`src/rtl/mem_wb_stage_pkg.sv`:
```
// Shared types and constants for the memory/writeback pipeline stage.
package mem_wb_stage_pkg;

    typedef enum logic {
        IDLE   = 1'b0,
        ACCESS = 1'b1
    } mem_state_t;

    localparam logic WB_ALU = 1'b0;
    localparam logic WB_MEM = 1'b1;

endpackage

```
`src/rtl/mem_wb_stage_if.sv`:
```
// Request/acknowledge data-memory bus between the MEM/WB stage and the data memory.
interface mem_wb_stage_if #(
    parameter int N = 32
) ();
    logic         req;
    logic         we;
    logic [N-1:0] addr;
    logic [N-1:0] wdata;
    logic [N-1:0] rdata;
    logic         ack;

    modport master (output req, output we, output addr, output wdata,
                    input rdata, input ack);
    modport slave  (input req, input we, input addr, input wdata,
                    output rdata, output ack);
endinterface

```
`src/rtl/mem_wb_stage.sv`:
```
// MEM/WB stage: runs loads/stores over the req/ack bus, retires results to the
// register-file write port, stalls upstream while an access is outstanding.
module mem_wb_stage
    import mem_wb_stage_pkg::*;
#(
    parameter int N       = 32,
    parameter int TIMEOUT = 255
) (
    input  logic            clk,
    input  logic            rst,
    input  logic            valid_i,
    input  logic [N-1:0]    RD2_i,
    input  logic [N-1:0]    AluResult_i,
    input  logic            RF_WE_i,
    input  logic            MemWE_i,
    input  logic            WBSelect_i,
    input  logic [3:0]      A3_i,
    output logic            stall_o,
    output logic            RF_WE_o,
    output logic [3:0]      A3_o,
    output logic [N-1:0]    WD3_o,
    output logic            err_o,
    mem_wb_stage_if.master  mem
);

    localparam int             CW       = $clog2(TIMEOUT + 1);
    localparam logic [CW-1:0]  CNT_LAST = CW'(TIMEOUT - 1);
    localparam logic [CW-1:0]  CNT_MAX  = CW'(TIMEOUT);

    mem_state_t    state;
    mem_state_t    next_state;
    logic [CW-1:0] wait_cnt;
    logic [3:0]    lat_a3;
    logic          lat_rf_we;
    logic          start_alu;
    logic          start_mem;
    logic          got_ack;
    logic          timed_out;

    // A store always wins over a load when both flags are set.
    always_comb begin
        start_alu = (state == IDLE) && valid_i && !MemWE_i && (WBSelect_i == WB_ALU);
        start_mem = (state == IDLE) && valid_i && (MemWE_i || (WBSelect_i == WB_MEM));
        got_ack   = (state == ACCESS) && mem.req && mem.ack;
        timed_out = (state == ACCESS) && !mem.ack && (wait_cnt == CNT_LAST);
    end

    always_ff @(posedge clk or posedge rst) begin
        if (rst) state <= IDLE;
        else     state <= next_state;
    end

    always_comb begin
        next_state = state;
        case (state)
            IDLE:    if (start_mem) next_state = ACCESS;
            ACCESS:  if (got_ack || timed_out) next_state = IDLE;
            default: next_state = IDLE;
        endcase
    end

    always_comb begin
        stall_o = (state == ACCESS);
    end

    // Bus drive, wait counter and writeback registers; RF_WE_o is a one-cycle strobe.
    always_ff @(posedge clk or posedge rst) begin
        if (rst) begin
            mem.req   <= 1'b0;
            mem.we    <= 1'b0;
            mem.addr  <= '0;
            mem.wdata <= '0;
            wait_cnt  <= '0;
            lat_a3    <= '0;
            lat_rf_we <= 1'b0;
            RF_WE_o   <= 1'b0;
            A3_o      <= '0;
            WD3_o     <= '0;
            err_o     <= 1'b0;
        end else begin
            RF_WE_o <= 1'b0;
            if (start_alu) begin
                RF_WE_o <= RF_WE_i;
                A3_o    <= A3_i;
                WD3_o   <= AluResult_i;
            end
            if (start_mem) begin
                mem.req   <= 1'b1;
                mem.we    <= MemWE_i;
                mem.addr  <= AluResult_i;
                mem.wdata <= RD2_i;
                lat_a3    <= A3_i;
                lat_rf_we <= RF_WE_i && !MemWE_i;
                wait_cnt  <= '0;
            end
            if (got_ack) begin
                mem.req <= 1'b0;
                if (!mem.we) begin
                    RF_WE_o <= lat_rf_we;
                    A3_o    <= lat_a3;
                    WD3_o   <= mem.rdata;
                end
            end else if (timed_out) begin
                mem.req <= 1'b0;
                err_o   <= 1'b1;
            end else if ((state == ACCESS) && (wait_cnt != CNT_MAX)) begin
                wait_cnt <= wait_cnt + 1'b1;
            end
        end
    end

endmodule

```
`src/flat_wrapper.sv`:
```
// flat-port wrapper written by rule: the top's interface ports become plain ports
module mem_wb_stage_flat import mem_wb_stage_pkg::*;
#(
    parameter int N       = 32,
    parameter int TIMEOUT = 255
)
  (clk, rst, valid_i, RD2_i, AluResult_i, RF_WE_i, MemWE_i, WBSelect_i, A3_i, stall_o, RF_WE_o, A3_o, WD3_o, err_o, mem_req, mem_we, mem_addr, mem_wdata, mem_rdata, mem_ack);
  mem_wb_stage_if #(.N(N)) mem_i ();
  input  logic clk;
  input  logic rst;
  input  logic valid_i;
  input  logic [N-1:0] RD2_i;
  input  logic [N-1:0] AluResult_i;
  input  logic RF_WE_i;
  input  logic MemWE_i;
  input  logic WBSelect_i;
  input  logic [3:0] A3_i;
  output logic stall_o;
  output logic RF_WE_o;
  output logic [3:0] A3_o;
  output logic [N-1:0] WD3_o;
  output logic err_o;
  output wire logic [$bits(mem_i.req)-1:0] mem_req;
  output wire logic [$bits(mem_i.we)-1:0] mem_we;
  output wire logic [$bits(mem_i.addr)-1:0] mem_addr;
  output wire logic [$bits(mem_i.wdata)-1:0] mem_wdata;
  input wire logic [$bits(mem_i.rdata)-1:0] mem_rdata;
  input wire logic [$bits(mem_i.ack)-1:0] mem_ack;
  assign mem_req = mem_i.req;
  assign mem_we = mem_i.we;
  assign mem_addr = mem_i.addr;
  assign mem_wdata = mem_i.wdata;
  assign mem_i.rdata = mem_rdata;
  assign mem_i.ack = mem_ack;
  mem_wb_stage #(.N(N), .TIMEOUT(TIMEOUT)) u_core (.clk(clk), .rst(rst), .valid_i(valid_i), .RD2_i(RD2_i), .AluResult_i(AluResult_i), .RF_WE_i(RF_WE_i), .MemWE_i(MemWE_i), .WBSelect_i(WBSelect_i), .A3_i(A3_i), .stall_o(stall_o), .RF_WE_o(RF_WE_o), .A3_o(A3_o), .WD3_o(WD3_o), .err_o(err_o), .mem(mem_i));
endmodule
```
`config.mk`:
```
export PLATFORM = sky130hd
export DESIGN_NAME = mem_wb_stage_flat
export DESIGN_NICKNAME = d
export VERILOG_FILES = /design/src/rtl/mem_wb_stage_pkg.sv /design/src/rtl/mem_wb_stage_if.sv /design/src/rtl/mem_wb_stage.sv /design/src/flat_wrapper.sv
export SDC_FILE = /design/constraint.sdc
export NUM_CORES = 1
export LEC_CHECK = 0
export ABC_AREA = 1
export CORE_AREA = 8 8 119 110
export DETAILED_ROUTE_END_ITERATION = 8
export DIE_AREA = 0 0 127 118
export GPL_ROUTABILITY_DRIVEN = 0
export PLACE_DENSITY_LB_ADDON = 0.25
export SYNTH_ARGS = -nofsm -noshare
export SYNTH_HDL_FRONTEND = slang
export SYNTH_SLANG_ARGS = --single-unit
```
`constraint.sdc`:
```
create_clock -name clk -period 13.26 [get_ports clk]
set_clock_uncertainty 0.15 [all_clocks]
set_input_delay 3.978 -clock clk [delete_from_list [all_inputs] [get_ports clk]]
set_output_delay 3.978 -clock clk [all_outputs]
set_load 0.1 [all_outputs]
```
After elaboration in Yosys (flattened, before gate mapping)
Cells that the tools add are included.

Register bits after elaboration: 118. Latch bits: 0. Bits in writable memories: 0. Memory bits (read-only): 0. Bits of input ports: 107. Memories: 0.

Add/sub/neg operators: 1. Multipliers: 0. Divide/modulo/power cells: 0. Order comparisons: 0. Eq/ne operators: 2. Shift operators: 0. Mux-type cells: 19. Bitwise operators: 3. Reductions and logical operators: 16.

Operators with widths (number): 32-bit 2-to-1 mux (3); 8-bit 2-to-1 mux (4); 4-bit 2-to-1 mux (3); 1-bit logical AND (10); 8-bit by 1-bit adder with 8-bit output (second input constant) (1); 8-bit equality test (second input constant) (1); 1-bit 2-to-1 mux (8); 8-bit != test (second input constant) (1); 1-bit inverter (3); 3-bit nonzero test (1); 1-bit zero test (2); 1-bit logical OR (2); 1-bit one-hot mux with 2 select lines (1); 2-bit AND reduction (1).

Longest topological paths before layout
Word-level depth: 7. Gate-level depth with buffers: 10.

Worst setup path before layout
No wires, ideal clock.

Path kind: reg2out. Start: reg u_core.state, in the netlist u_core.stall_o. End: out stall_o. Arrival: 0.968 ns. Data required time: 9.132 ns. Setup slack: 8.164 ns. Cell stages (with the launch flop): 1. Cell sequence: dfrtp_1.

RTL lines: start, declared (RTL line mem_wb_stage.sv:30) `mem_state_t state;`; start signal, assigned (RTL line mem_wb_stage.sv:50) `else state <= next_state;`; end, declared (RTL line flat_wrapper.sv:18) `output logic stall_o;`.

No word-level cell between the ends.

Final worst setup path
Start: in MemWE_i. End: reg u_core.WD3_o[8].

Cells in the longest elaborated chain, start to end: 6.

RTL lines: start, declared (RTL line flat_wrapper.sv:15) `input logic MemWE_i;`; 1-bit zero test * (RTL line mem_wb_stage.sv:42) `start_alu = (state == IDLE) && valid_i && !MemWE_i && (WBSelect_i == WB_ALU);`; 1-bit logical AND * (2 in a row) (RTL line mem_wb_stage.sv:42); 32-bit 2-to-1 mux * (RTL line mem_wb_stage.sv:82) `if (start_alu) begin`; 32-bit 2-to-1 mux (RTL line mem_wb_stage.sv:98) `if (!mem.we) begin`; 32-bit 2-to-1 mux * (RTL line mem_wb_stage.sv:96) `if (got_ack) begin`; end signal, assigned (RTL line mem_wb_stage.sv:85) `WD3_o <= AluResult_i;`; end signal, assigned (RTL line mem_wb_stage.sv:101) `WD3_o <= mem.rdata;`; end, declared (RTL line mem_wb_stage.sv:21) `output logic [N-1:0] WD3_o,`.

Every way passes the cells marked *; elsewhere a longest branch is shown, timed or not. A chain may end at the register's enable or synchronous reset.

==> flow_results.org <==
** Setup path
- Category of the worst setup path capture point :: flop
- The most numerous cell type found on the critical path is nand2_1.
- STA puts the critical path data required time at approximately 13 ns.
- Traced cell by cell, the critical path runs through clkdlybuf4s50_1 > nor2_2 > buf_4 > nand2_1 > nand2_1 > a31oi_1.
- The critical path is of the input pin to flop type.
- Slowest cell on the critical path :: nand2_1
- Register-to-register path setup slack :: around 11 ns
- The number of buffers and inverters on the critical path is 2.
- For this run, the slowest stage of the critical path takes 0.91 ns.
- Data arrival time of the critical path :: 6.38 ns
- Along the worst path, the maximum fanout reaches 38.
- STA classifies the critical path startpoint as an input pin.
- Among cell families on the critical path, the largest total delay comes from simple AND/OR/NAND/NOR gates.

** Logic synthesis
- Count of flip-flops with a built-in enable after synthesis :: 0
- Post-synthesis sequential area ratio :: 0.593
- Top-count cell post-synth :: nand2_1
- Distinct cell type count after synthesis :: 20
- Most frequent cells after synthesis :: 274 x nand2_1, 118 x dfrtp_1, 47 x nor2_1, 46 x nand3_1, 36 x a31oi_1
- Synthesis inferred ~120 register bits.
- Net Count, Synth :: 700
- By area the synthesized netlist is led by dfrtp_1 59%, nand2_1 21%, nand3_1 4.6%.
- For this run, asynchronously set or reset flops after synthesis account for 1.00.
- Fraction of post-synthesis cell area in the top cell type by area :: 0.593
- Yosys printed 0 warnings.
- After synthesis the cells add up to around 5000 um^2.
- Average footprint of a synthesized cell :: about 8.4 um^2
- Synthesized netlist cell count :: between 500 and 600
- Top cell type by total area after synthesis :: dfrtp_1
- In the synthesized netlist the dominant register cell turns out to be dfrtp_1.

** Routing
- In this run the remaining antenna-violating nets after routing total 0.
- The detailed router used layers up to and including met4.
- Before antenna repair, the detailed router went through 5 iterations.
- The first routing iteration left ~400 violations.
- Drt wl/cell :: 17.2 um
- Using the TritonRoute via totals, the vias-per-cell ratio works out to approximately 5.
- For this run, design rule violations remaining after detail routing come to 0.
- Met3 WL :: 1440 um
- The detailed router placed 4795 vias in this run.
- Final WL :: 16200 um
- Met2 routed WL :: 8010 um
- Post-route met1 wirelength :: ~6500 um

** Timing
- Derived from the worst setup path, the maximum achievable clock frequency is 0.160 GHz.
- Period Utilization, post-route :: 0.472
- Number of setup violations in the final report :: 0
- The worst pin sits at a relative slew slack of 0.106.
- Count of final hold-check violations :: 0
- Count of pins over their slew limit :: 0
- Across all hold checks on the routed design, the worst slack comes to ~0.32 ns.
- Setup repair after global routing left no endpoint under its margin.
- Worst slew pin tran :: between 1 and 1.5 ns
- Setup slack after layout :: around 7.0 ns
- Adding up every negative setup slack in the final design gives 0 ns.
- Final period demand of the worst path :: around 6.3 ns

** Floorplanning
- Chip width :: between 100 and 150 um
- The initial utilization of the core area, before any placement, comes to 0.448.
- IO Count :: approximately 210
- Area inside the core boundary :: between 10000 and 15000 um^2
- The initialized floorplan defines 37 standard-cell rows.
- Y dimension of the die :: around 120 um
- Die outline area :: roughly 15000 um^2

** Clock tree
- Counting every sink on the clock net gives 118.
- Buffers inserted to repair hold after CTS numbered 0.
- The number of gates resized after CTS was 0.
- Clk buf depth :: 2
- After clock tree synthesis, the clock-pin slew on the worst setup and hold paths is ~0.05 ns.
- Inserted Clock Buffers :: 17
- TritonCTS built the clock tree.
- Number of buffers added for setup after CTS :: 0
- H-tree depth reported by CTS :: 4
- Clock tree root buffer cell :: clkbuf_16
- For the worst-skew pair, the clock arrives at the later sink with an insertion delay of 0.41 ns.

** GRT
- The initial antenna violation count was 0.
- After global routing the overflow that remains totals 0.
- The first global-routing pass estimated ~26000 um of wire.
- The number of global-route vias before repair is about 5.1k.
- Entering global routing, the biggest net connects a little under 90 pins.
- Combined global-route utilization of all metal layers :: 0.221

** Finish
- Fill cells in the final layout number approximately 870.
- From synthesis to final layout, the design area changed by 56.5%.
- 0 antenna diodes ended up in the layout.
- Summing all flip-flop and latch instances after layout gives just under 3000 um^2.
- Layout cell share with drive strength beyond 1 :: 0.0547
- In the final layout, the multi-input gates occupy between 1500 and 2000 um^2.
- Finished Layout Cells :: 940
- After the last flow step, the layout net total stands at ~900.

** Min path
- The path class of the tightest hold or removal check is flop to flop.

** Place
- Post-Place Setup Slack :: between 6 and 7 ns
- The wire-length estimate of the detail-placed layout is 11000 um.
- The count of buffers added on input and output ports is between 200 and 250.
- The number of placed instances, taps included, is a little over 900.

** Flow run
- Across the run, the number of max-cap violations was 0.

** Outcome
- Outcome :: finished, final reports clean
-- cell type report --
cell class	count	area share
multi-input cells	424	0.235
well taps	136	0.0218
clock inverters	10	0.0193
flip-flops and latches	118	0.379
repair buffers	216	0.276
clock buffers	21	0.0617
inverters	15	0.00755
-- through the flow --
step                       util  area [um^2]
after floorplan               -         4980
after global placement    0.645         7160
after detailed placement  0.645         7160
after CTS                 0.701         7790
after global routing      0.701         7790
final                     0.701         7790
-- logic make-up after synthesis --
kind of cell	synth area share
flip-flops	0.593
buffers and inverters	0.0427
AO/OA/AOI/OAI	0.0550
AND/OR/NAND/NOR	0.295
adder cells (fa/ha/maj)	0.00503
XOR/XNOR	0.00880
-- cell usage in the layout (no fill, tap or decap) --
master | netlist | layout
inv_4 | 0 | 1
nand3_1 | 46 | 46
dfrtp_1 | 118 | 118
nor2_1 | 47 | 45
clkbuf_16 | 0 | 17
inv_2 | 1 | 1
o21ai_4 | 0 | 1
xor2_1 | 3 | 3
buf_4 | 0 | 5
xnor2_1 | 2 | 2
or2_2 | 0 | 1
o21ai_0 | 7 | 7
a31oi_1 | 36 | 36
nand2_1 | 274 | 274
clkbuf_8 | 0 | 4
ha_1 | 2 | 2
clkdlybuf4s50_1 | 0 | 211
bufinv_16 | 0 | 4
nor2_4 | 0 | 1
inv_1 | 14 | 13
nand3_2 | 1 | 1
clkinv_2 | 0 | 6
nand4_1 | 2 | 2
nor2_2 | 1 | 2
o21ai_1 | 1 | 1
-- worst register-to-register path: cells and delay by family (launching register included) --
family          cells  cell delay [ns]
buf+inv             1             0.40
flops               1             0.46
compound gates      1             0.12
simple gates        3             1.41
-- per-layer routing --
| layer | vias up | global-route usage |
|---|---|---|
| li1 | 2293 | - |
| met1 | 2293 | 0.248 |
| met2 | 184 | 0.370 |
| met3 | 25 | 0.0879 |
| met4 | 0 | 0.0854 |
| met5 | - | 0 |
-- registers in the layout, indices dropped and copies added, names as in the netlist --
name	cells
u_core.lat_a3	4
u_core.A3_o	4
u_core.WD3_o	32
u_core.mem.wdata	32
u_core.mem.we	1
u_core.wait_cnt	8
u_core.mem.req	1
u_core.mem.addr	32
u_core.lat_rf_we	1
u_core.RF_WE_o	1
u_core.stall_o	1
u_core.err_o	1
-- path summary, 6_finish.rpt --
path / start / to / cells past startpoint
max: MemWE_i / u_core.WD3_o[8] / 6
min: u_core.err_o / u_core.err_o / 2
max reg2reg: u_core.stall_o / u_core.WD3_o[8] / 5
min reg2reg: u_core.err_o / u_core.err_o / 2
max in group asynchronous: rst / u_core.mem.addr[23] / 3
min in group asynchronous: rst / u_core.mem.wdata[20] / 2
Power is not shown: default switching activity piles up to over one toggle a cycle in this logic, so the estimate is an artifact.
